$ cat config.mk
export PLATFORM = sky130hd
export DESIGN_NAME = processador_multiciclo_param_flat
export DESIGN_NICKNAME = d
export VERILOG_FILES = /design/src/rtl/processador_multiciclo_param_pkg.sv /design/src/rtl/processador_multiciclo_param_if.sv /design/src/rtl/processador_multiciclo_param_registrador.sv /design/src/rtl/processador_multiciclo_param.sv /design/src/flat_wrapper.sv
export SDC_FILE = /design/constraint.sdc
export NUM_CORES = 1
export LEC_CHECK = 0
export CORE_ASPECT_RATIO = 0.6
export CORE_MARGIN = 3
export CORE_UTILIZATION = 30
export CTS_CLUSTER_SIZE = 10
export DETAILED_ROUTE_END_ITERATION = 6
export PLACE_DENSITY_LB_ADDON = 0.15
export SLEW_MARGIN = 0
export SYNTH_ARGS = -nofsm -noshare
export SYNTH_HDL_FRONTEND = slang
export SYNTH_SLANG_ARGS = --single-unit
$ cat constraint.sdc
create_clock -name Clock -period 10.1 [get_ports Clock]
set_input_delay 2.02 -clock Clock [delete_from_list [all_inputs] [get_ports Clock]]
set_output_delay 2.02 -clock Clock [all_outputs]
set_load 0.01 [all_outputs]
$ cat src/rtl/processador_multiciclo_param_pkg.sv
// ============================================================================
// Package     : proc_multiciclo_pkg
// Description : Shared definitions for the parametrised multicycle processor.
//               Holds opcode encodings, Tstep state encoding, and a helper
//               that packs an instruction word from (op, rx, ry).
// Revision    : 1.0 - initial release
// ============================================================================
`default_nettype none

package proc_multiciclo_pkg;

  localparam logic [2:0] OP_MV   = 3'b000;
  localparam logic [2:0] OP_MVI  = 3'b001;
  localparam logic [2:0] OP_ADD  = 3'b010;
  localparam logic [2:0] OP_SUB  = 3'b011;
  localparam logic [2:0] OP_AND  = 3'b100;
  localparam logic [2:0] OP_MVNZ = 3'b101;

  typedef enum logic [1:0] {
    T0 = 2'b00,
    T1 = 2'b01,
    T2 = 2'b10,
    T3 = 2'b11
  } tstep_t;

  // Packs {op, rx, ry} with register fields of width rw, right-aligned.
  function automatic logic [31:0] make_ir(input logic [2:0] op,
                                          input int unsigned rx,
                                          input int unsigned ry,
                                          input int unsigned rw);
    int unsigned mask;
    mask = (32'd1 << rw) - 32'd1;
    return (32'(op) << (2 * rw)) | ((rx & mask) << rw) | (ry & mask);
  endfunction

endpackage

`default_nettype wire

$ cat src/rtl/processador_multiciclo_param_if.sv
// ============================================================================
// Interface   : processador_multiciclo_param_if
// Description : Processor bus bundle: instruction/immediate input, start
//               request, step-complete flag and the shared data bus.
//               master = environment side, slave = processor side.
// Ports       : DIN (DATA_W), Run, Done, BusWires (DATA_W)
// Revision    : 1.0 - initial release
// ============================================================================
`default_nettype none

interface processador_multiciclo_param_if #(
  parameter int DATA_W = 16
);
  logic [DATA_W-1:0] DIN;
  logic              Run;
  logic              Done;
  logic [DATA_W-1:0] BusWires;

  modport master (output DIN, output Run, input Done, input BusWires);
  modport slave  (input DIN, input Run, output Done, output BusWires);
endinterface

`default_nettype wire

$ cat src/rtl/processador_multiciclo_param_registrador.sv
// ============================================================================
// Module      : registrador_param
// Description : W-bit register with load enable and asynchronous
//               active-high clear.
// Ports       : clk, rst, i_en, i_d[W-1:0] -> o_q[W-1:0]
// Revision    : 1.0 - initial release
// ============================================================================
`default_nettype none

module registrador_param #(
  parameter int W = 16
) (
  input  wire logic         clk,
  input  wire logic         rst,
  input  wire logic         i_en,
  input  wire logic [W-1:0] i_d,
  output logic      [W-1:0] o_q
);

  logic [W-1:0] r_q;

  always_ff @(posedge clk or posedge rst) begin
    if (rst)       r_q <= '0;
    else if (i_en) r_q <= i_d;
  end

  assign o_q = r_q;

endmodule

`default_nettype wire

$ cat src/rtl/processador_multiciclo_param.sv
// ============================================================================
// Module      : processador_multiciclo_param
// Description : Parametrised multicycle processor. Instruction latched from
//               DIN into IR at T0, then executed over T1..T3 on a shared
//               bus. Ops: mv, mvi, add, sub, and; optional mvnz.
// Ports       : Clock, Reset (async, active-high),
//               bus (slave): DIN, Run in; Done, BusWires out
// Config      : PROC_MVNZ_EN - compiles in opcode 101 (mvnz Rx,Ry).
// Revision    : 1.0 - initial release
// ============================================================================
`default_nettype none

module processador_multiciclo_param
  import proc_multiciclo_pkg::*;
#(
  parameter int DATA_W = 16,
  parameter int NREG   = 8
) (
  input wire logic Clock,
  input wire logic Reset,
  processador_multiciclo_param_if.slave bus
);

  localparam int RW   = $clog2(NREG);
  localparam int IR_W = 3 + 2 * RW;

  tstep_t            r_tstep, w_tstep_next;
  logic [IR_W-1:0]   w_ir;
  logic [2:0]        w_op;
  logic [RW-1:0]     w_rx, w_ry;
  logic [DATA_W-1:0] w_regs [NREG];
  logic [DATA_W-1:0] w_a, w_g, w_alu, w_bus;
  logic [NREG-1:0]   w_rin, w_rout;
  logic              w_done, w_irin, w_dinout, w_ain, w_gin, w_gout, w_is_alu;

  assign w_op     = w_ir[IR_W-1 -: 3];
  assign w_rx     = w_ir[2*RW-1 -: RW];
  assign w_ry     = w_ir[RW-1:0];
  assign w_is_alu = (w_op == OP_ADD) || (w_op == OP_SUB) || (w_op == OP_AND);

`ifdef PROC_MVNZ_EN
  logic w_g_nz;
  assign w_g_nz = |w_g;
`endif

  always_ff @(posedge Clock or posedge Reset) begin
    if (Reset) r_tstep <= T0;
    else       r_tstep <= w_tstep_next;
  end

  always_comb begin
    w_done   = 1'b0;
    w_irin   = 1'b0;
    w_dinout = 1'b0;
    w_ain    = 1'b0;
    w_gin    = 1'b0;
    w_gout   = 1'b0;
    w_rin    = '0;
    w_rout   = '0;
    case (r_tstep)
      T0: begin
        if (bus.Run) begin
          w_dinout = 1'b1;
          w_irin   = 1'b1;
        end
      end
      T1: begin
        if (w_op == OP_MV) begin
          w_rout[w_ry] = 1'b1;
          w_rin[w_rx]  = 1'b1;
          w_done       = 1'b1;
        end else if (w_op == OP_MVI) begin
          w_dinout     = 1'b1;
          w_rin[w_rx]  = 1'b1;
          w_done       = 1'b1;
        end else if (w_is_alu) begin
          w_rout[w_rx] = 1'b1;
          w_ain        = 1'b1;
`ifdef PROC_MVNZ_EN
        end else if (w_op == OP_MVNZ) begin
          w_done = 1'b1;
          if (w_g_nz) begin
            w_rout[w_ry] = 1'b1;
            w_rin[w_rx]  = 1'b1;
          end
`endif
        end else begin
          // Illegal opcode: finish without touching any register.
          w_done = 1'b1;
        end
      end
      T2: begin
        if (w_is_alu) begin
          w_rout[w_ry] = 1'b1;
          w_gin        = 1'b1;
        end else begin
          w_done = 1'b1;  // unreachable; returns to T0 if ever entered
        end
      end
      default: begin  // T3
        if (w_is_alu) begin
          w_gout      = 1'b1;
          w_rin[w_rx] = 1'b1;
        end
        w_done = 1'b1;
      end
    endcase
  end

  always_comb begin
    if (r_tstep == T0 && !bus.Run) w_tstep_next = T0;
    else if (w_done)               w_tstep_next = T0;
    else                           w_tstep_next = tstep_t'(r_tstep + 2'd1);
  end

  always_comb begin
    case (w_op)
      OP_SUB:  w_alu = w_a + ~w_bus + DATA_W'(1);
      OP_AND:  w_alu = w_a & w_bus;
      default: w_alu = w_a + w_bus;
    endcase
  end

  // Scan high to low so the lowest-index register wins; Gout and DINout
  // override afterwards, giving DINout > Gout > Rout[lowest].
  always_comb begin
    w_bus = '0;
    for (int i = NREG - 1; i >= 0; i--) begin
      if (w_rout[i]) w_bus = w_regs[i];
    end
    if (w_gout)   w_bus = w_g;
    if (w_dinout) w_bus = bus.DIN;
  end

  registrador_param #(.W(IR_W)) u_ir (
    .clk(Clock), .rst(Reset), .i_en(w_irin), .i_d(bus.DIN[IR_W-1:0]), .o_q(w_ir)
  );
  registrador_param #(.W(DATA_W)) u_a (
    .clk(Clock), .rst(Reset), .i_en(w_ain), .i_d(w_bus), .o_q(w_a)
  );
  registrador_param #(.W(DATA_W)) u_g (
    .clk(Clock), .rst(Reset), .i_en(w_gin), .i_d(w_alu), .o_q(w_g)
  );

  generate
    for (genvar gi = 0; gi < NREG; gi++) begin : g_regs
      registrador_param #(.W(DATA_W)) u_reg (
        .clk(Clock), .rst(Reset), .i_en(w_rin[gi]), .i_d(w_bus), .o_q(w_regs[gi])
      );
    end
  endgenerate

  assign bus.Done     = w_done;
  assign bus.BusWires = w_bus;

endmodule

`default_nettype wire

$ cat src/flat_wrapper.sv
// flat-port wrapper written by rule: the top's interface ports become plain ports
module processador_multiciclo_param_flat import proc_multiciclo_pkg::*;
#(
  parameter int DATA_W = 16,
  parameter int NREG   = 8
)
  (Clock, Reset, bus_DIN, bus_Run, bus_Done, bus_BusWires);
  processador_multiciclo_param_if #(.DATA_W(DATA_W)) bus_i ();
  input wire logic Clock;
  input wire logic Reset;
  input wire logic [$bits(bus_i.DIN)-1:0] bus_DIN;
  input wire logic [$bits(bus_i.Run)-1:0] bus_Run;
  output wire logic [$bits(bus_i.Done)-1:0] bus_Done;
  output wire logic [$bits(bus_i.BusWires)-1:0] bus_BusWires;
  assign bus_i.DIN = bus_DIN;
  assign bus_i.Run = bus_Run;
  assign bus_Done = bus_i.Done;
  assign bus_BusWires = bus_i.BusWires;
  processador_multiciclo_param #(.DATA_W(DATA_W), .NREG(NREG)) u_core (.Clock(Clock), .Reset(Reset), .bus(bus_i));
endmodule
==> metrics.md <==
| Metric | Value |
|---|---|
| RSZ-0062 raised after global routing | `no` |
| DP Worst Slack | `~2300 ps` |
| Required time at the worst-slack endpoint | `just over 8000 ps` |
| Count of cells along the worst hold path | `2` |
| Worst R2R Path Depth | `17` |
| Cell accounting for the most synthesized area | `dfrtp_1` |
| Count of final max-slew check failures | `0` |
| IO buf count | `35` |
| Clk root buf | `clkbuf_16` |
| Portion of the post-synthesis area used by sequential elements | `0.428` |
| Combinational share of power | `0.593` |
| TritonCTS Buffers | `17` |
| Ratio of final minimum period to clock period | `0.765` |
| Origin of the critical flop-to-flop path | `u_core.u_ir.o_q[6]$_DFFE_PP0P_` |
| Last weighted congestion value of the routability-driven placer | `~0.82` |
| Total number of nets in the final design | `between 1,000 and 1,500` |
| Io pins | `36` |
| Routed WL | `about 32,000 um` |
| Async set or reset register ratio after synthesis | `1.00` |
| Number of antenna violations at the first check in global routing | `0` |
| Total overflow reported by the global router | `0` |
| Clk buf depth | `2` |
| Clock insertion delay at the later pin of the skew report | `450 ps` |
| Data arrival time of the worst path | `between 5000 and 6000 ps` |
| Run status | `finished, final reports clean` |
| Number of rows created at floorplan | `between 50 and 60` |
| Average wire per cell in the routed design | `about 20 um` |
| Category of the worst setup path capture point | `output port` |
| Area used by multi-input combinational logic | `5150 sq um` |
| Initial Utilization | `0.307` |
| Largest net degree at the start of global routing | `76` |
| Detailed-placement wirelength estimate | `around 23,000 um` |
| Measured slew at the worst slew-check pin | `1220 ps` |
| Setup repair bufs after CTS | `0` |
| Worst clock skew on the final layout | `9.25 ps` |
| Clock power share | `0.144` |
| Combined buffer and inverter count along the critical path | `5` |
| Post-layout util | `0.347` |
| Gate count after technology mapping | `approximately 1,100` |
| Sequential group share of total power | `0.263` |
| Filler cells | `around 3,400` |
| Max Freq | `around 130 MHz` |
| Vias in the first global route | `8,080` |
| Sink count of the clock tree | `171` |
| Top cell types by occurrence after synthesis | `200 x nand2_1, 171 x dfrtp_1, 108 x o21ai_0` |
| P_leak | `0.00488 uW` |
| Ys Warns | `0` |
| Worst-path fanout max | `16` |
| Layout overhead on the synthesized area | `13.1%` |
| Final worst setup slack | `roughly 2400 ps` |
| Detailed-route DRC error count | `0` |
| Cells traversed along the worst timing path | `clkdlybuf4s50_1, nand2_1, buf_4, a21boi_2, o21ai_1, buf_4, o22ai_1, a31oi_1, o22ai_1, inv_1, clkdlybuf4s50_1` |
| ANT nets after route | `0` |
| Cell variety after synth | `between 80 and 90` |
| H-tree depth | `4` |
| Full die area | `roughly 36,000 sq um` |
| Die Width | `242 um` |
| Combined flip-flop and latch cell area | `roughly 4300 sq um` |
| Share of Yosys cell area claimed by the top area cell type | `0.428` |
| Post-synthesis net count | `approximately 1,200` |
| Number of DRC violations after detailed-routing iteration 0 | `703` |
| First-pass iteration count of the detailed router | `5` |
| Power dissipated by switching net loads | `roughly 2300 uW` |
| Diode insertion count for antenna repair | `0` |
| Max-slew headroom at the worst pin | `0.179` |
| Tmin final | `between 7000 and 8000 ps` |
| Critical Path Source Type | `input port` |
| Gr usage total | `0.188` |
| Kind of cell adding the most delay to the critical path | `compound AO/OA/AOI/OAI gates` |
| Min-Delay Path Class | `reg -> reg` |
| Maximum VDD drop | `0.245 mV` |
| Hold Violations, Final | `0` |
| Layout cell share with drive strength beyond 1 | `0.135` |
| Number of gates resized after CTS | `0` |
| Kind of critical path | `in -> out` |
| Max stage delay cell, worst path | `a21boi_2` |
| PwrDens | `419 nW/um^2` |
| Internal cell power | `2430 uW` |
| Via count normalized by instance count | `~5.3` |
| Total vias in the final route | `between 8,000 and 9,000` |
| Reg2reg setup slack | `3350 ps` |
| Crit path largest cell delay | `about 950 ps` |
| Switching share of total power | `0.487` |
| Cell area after synthesis | `between 10,000 and 15,000 sq um` |
| HP Start | `u_core.g_regs[0].u_reg.o_q[13]$_DFFE_PP0P_` |
| Clock transition at the register clock pins on the worst setup and hold paths after CTS | `around 70 ps` |
| Sum of negative setup slack | `0 ps` |
| Final setup violation count | `0` |
| End of the worst hold path | `u_core.g_regs[0].u_reg.o_q[13]$_DFFE_PP0P_` |
| Count of max-cap constraint violations | `0` |
| First-pass GRT wire length | `approximately 51,000 um` |
| TritonCTS clock tree | `done` |
| Chip height | `147 um` |
| Syn avg cell area | `roughly 9.0 sq um` |
| R2R Path End | `u_core.u_g.o_q[14]$_DFFE_PP0P_` |
| Synth Flop Type | `dfrtp_1` |
| Leading post-synthesis cells by cell area | `dfrtp_1 43%, nand2_1 7.5%, o21ai_0 5.4%` |
| Number of enable-type register cells in the synthesized netlist | `0` |
| Library cell with the highest instance count after synthesis | `nand2_1` |
| Placeable core region | `32,600 sq um` |
| Number of hold buffers added after cts | `0` |
| Yosys reg bits | `about 170` |
==> metrics by stage <==
step,hold slack [ps],std cells,area (sq um),total power [uW]
6_report,479,1574,11300,4740
5_1_grt,500,1574,11300,5180
4_1_cts,481,1574,11300,4750
3_5_place_dp,465,1542,10700,4050
3_3_place_gp,461,1542,10700,4020
2_1_floorplan,442,1111,10000,3230
==> kinds of logic (layout without fill, tap and decap cells) <==
| logic type | count (synthesis) | after routing | share of synthesized area |
|---|---|---|---|
| fa+ha+maj | 39 | 39 | 0.0503 |
| buf+inv | 123 | 136 | 0.0594 |
| compound gates | 424 | 424 | 0.296 |
| mux | 11 | 11 | 0.0123 |
| flops | 171 | 171 | 0.428 |
| simple gates | 343 | 343 | 0.154 |
==> placed cells by master (no fill, tap or decap), types with 14 or more instances in the layout <==
cell / Yosys / routed
o21ai_0: 108 / 107
ha_1: 37 / 37
dfrtp_1: 171 / 171
a32o_1: 14 / 14
nor2_1: 53 / 53
a222oi_1: 14 / 14
a21oi_1: 63 / 63
o22ai_1: 23 / 23
inv_1: 38 / 37
clkdlybuf4s50_1: 0 / 35
o21ai_1: 38 / 38
nand3_1: 19 / 19
clkbuf_16: 0 / 17
buf_4: 4 / 31
a31oi_1: 19 / 19
o21ai_2: 40 / 40
nand2_1: 200 / 200
==> worst register-to-register path, delay by kind of cell (launching register included) <==
family          cells  cell delay [ps]
fa+ha+maj           2              560
flops               1              740
compound gates     12             3920
buf+inv             1              230
simple gates        2             1180
==> final cells by class <==
cell class / count / share of cell area
clock inverter: 14 / 0.0140
tap: 450 / 0.0498
timing repair buffer: 66 / 0.0515
clock buffer: 18 / 0.0379
sequential: 171 / 0.378
inverter: 38 / 0.0130
multi-input combinational: 817 / 0.455
==> metal layers <==
| metal | track usage | routed length [um] | share of wire | vias up |
|---|---|---|---|---|
| li1 | - | - | - | 4040 |
| met1 | 0.304 | 17700 | 0.55 | 4145 |
| met2 | 0.249 | 12500 | 0.39 | 206 |
| met3 | 0.0430 | 1770 | 0.055 | 19 |
| met4 | 0.0363 | 281 | 0.0087 | 0 |
| met5 | 0 | 0 | 0 | - |
==> power by group through the flow <==
stage                     sequential, uW  clock [uW]  combinational, uW
final                               1240         683               2810
after global routing                1290         734               3150
after CTS                           1240         703               2810
after detailed placement            1250           0               2800
after global placement              1250           0               2770
after floorplan                     1170           0               2070
==> flip-flops by register name, summed over array words and instances (netlist names) <==
name,count
u_core.r_tstep,2
u_core.u_a.o_q,16
u_core.u_g.o_q,16
u_core.g_regs.u_reg.o_q,128
u_core.u_ir.o_q,9
==> worst max path at each step <==
stage | from | endpoint | slack, ps | cells past startpoint
after global placement | bus_Run | bus_BusWires[5] | 2370 | 11
final | bus_Run | bus_BusWires[5] | 2370 | 11
after global routing | bus_Run | bus_BusWires[5] | 1980 | 11
after detailed placement | bus_Run | bus_BusWires[5] | 2320 | 11
after CTS | bus_Run | bus_BusWires[5] | 2290 | 11
after floorplan | Reset | u_core.g_regs[0].u_reg.o_q[0]$_DFFE_PP0P_ | 3450 | 1
Note: power is estimated with default switching activity, not from simulation.
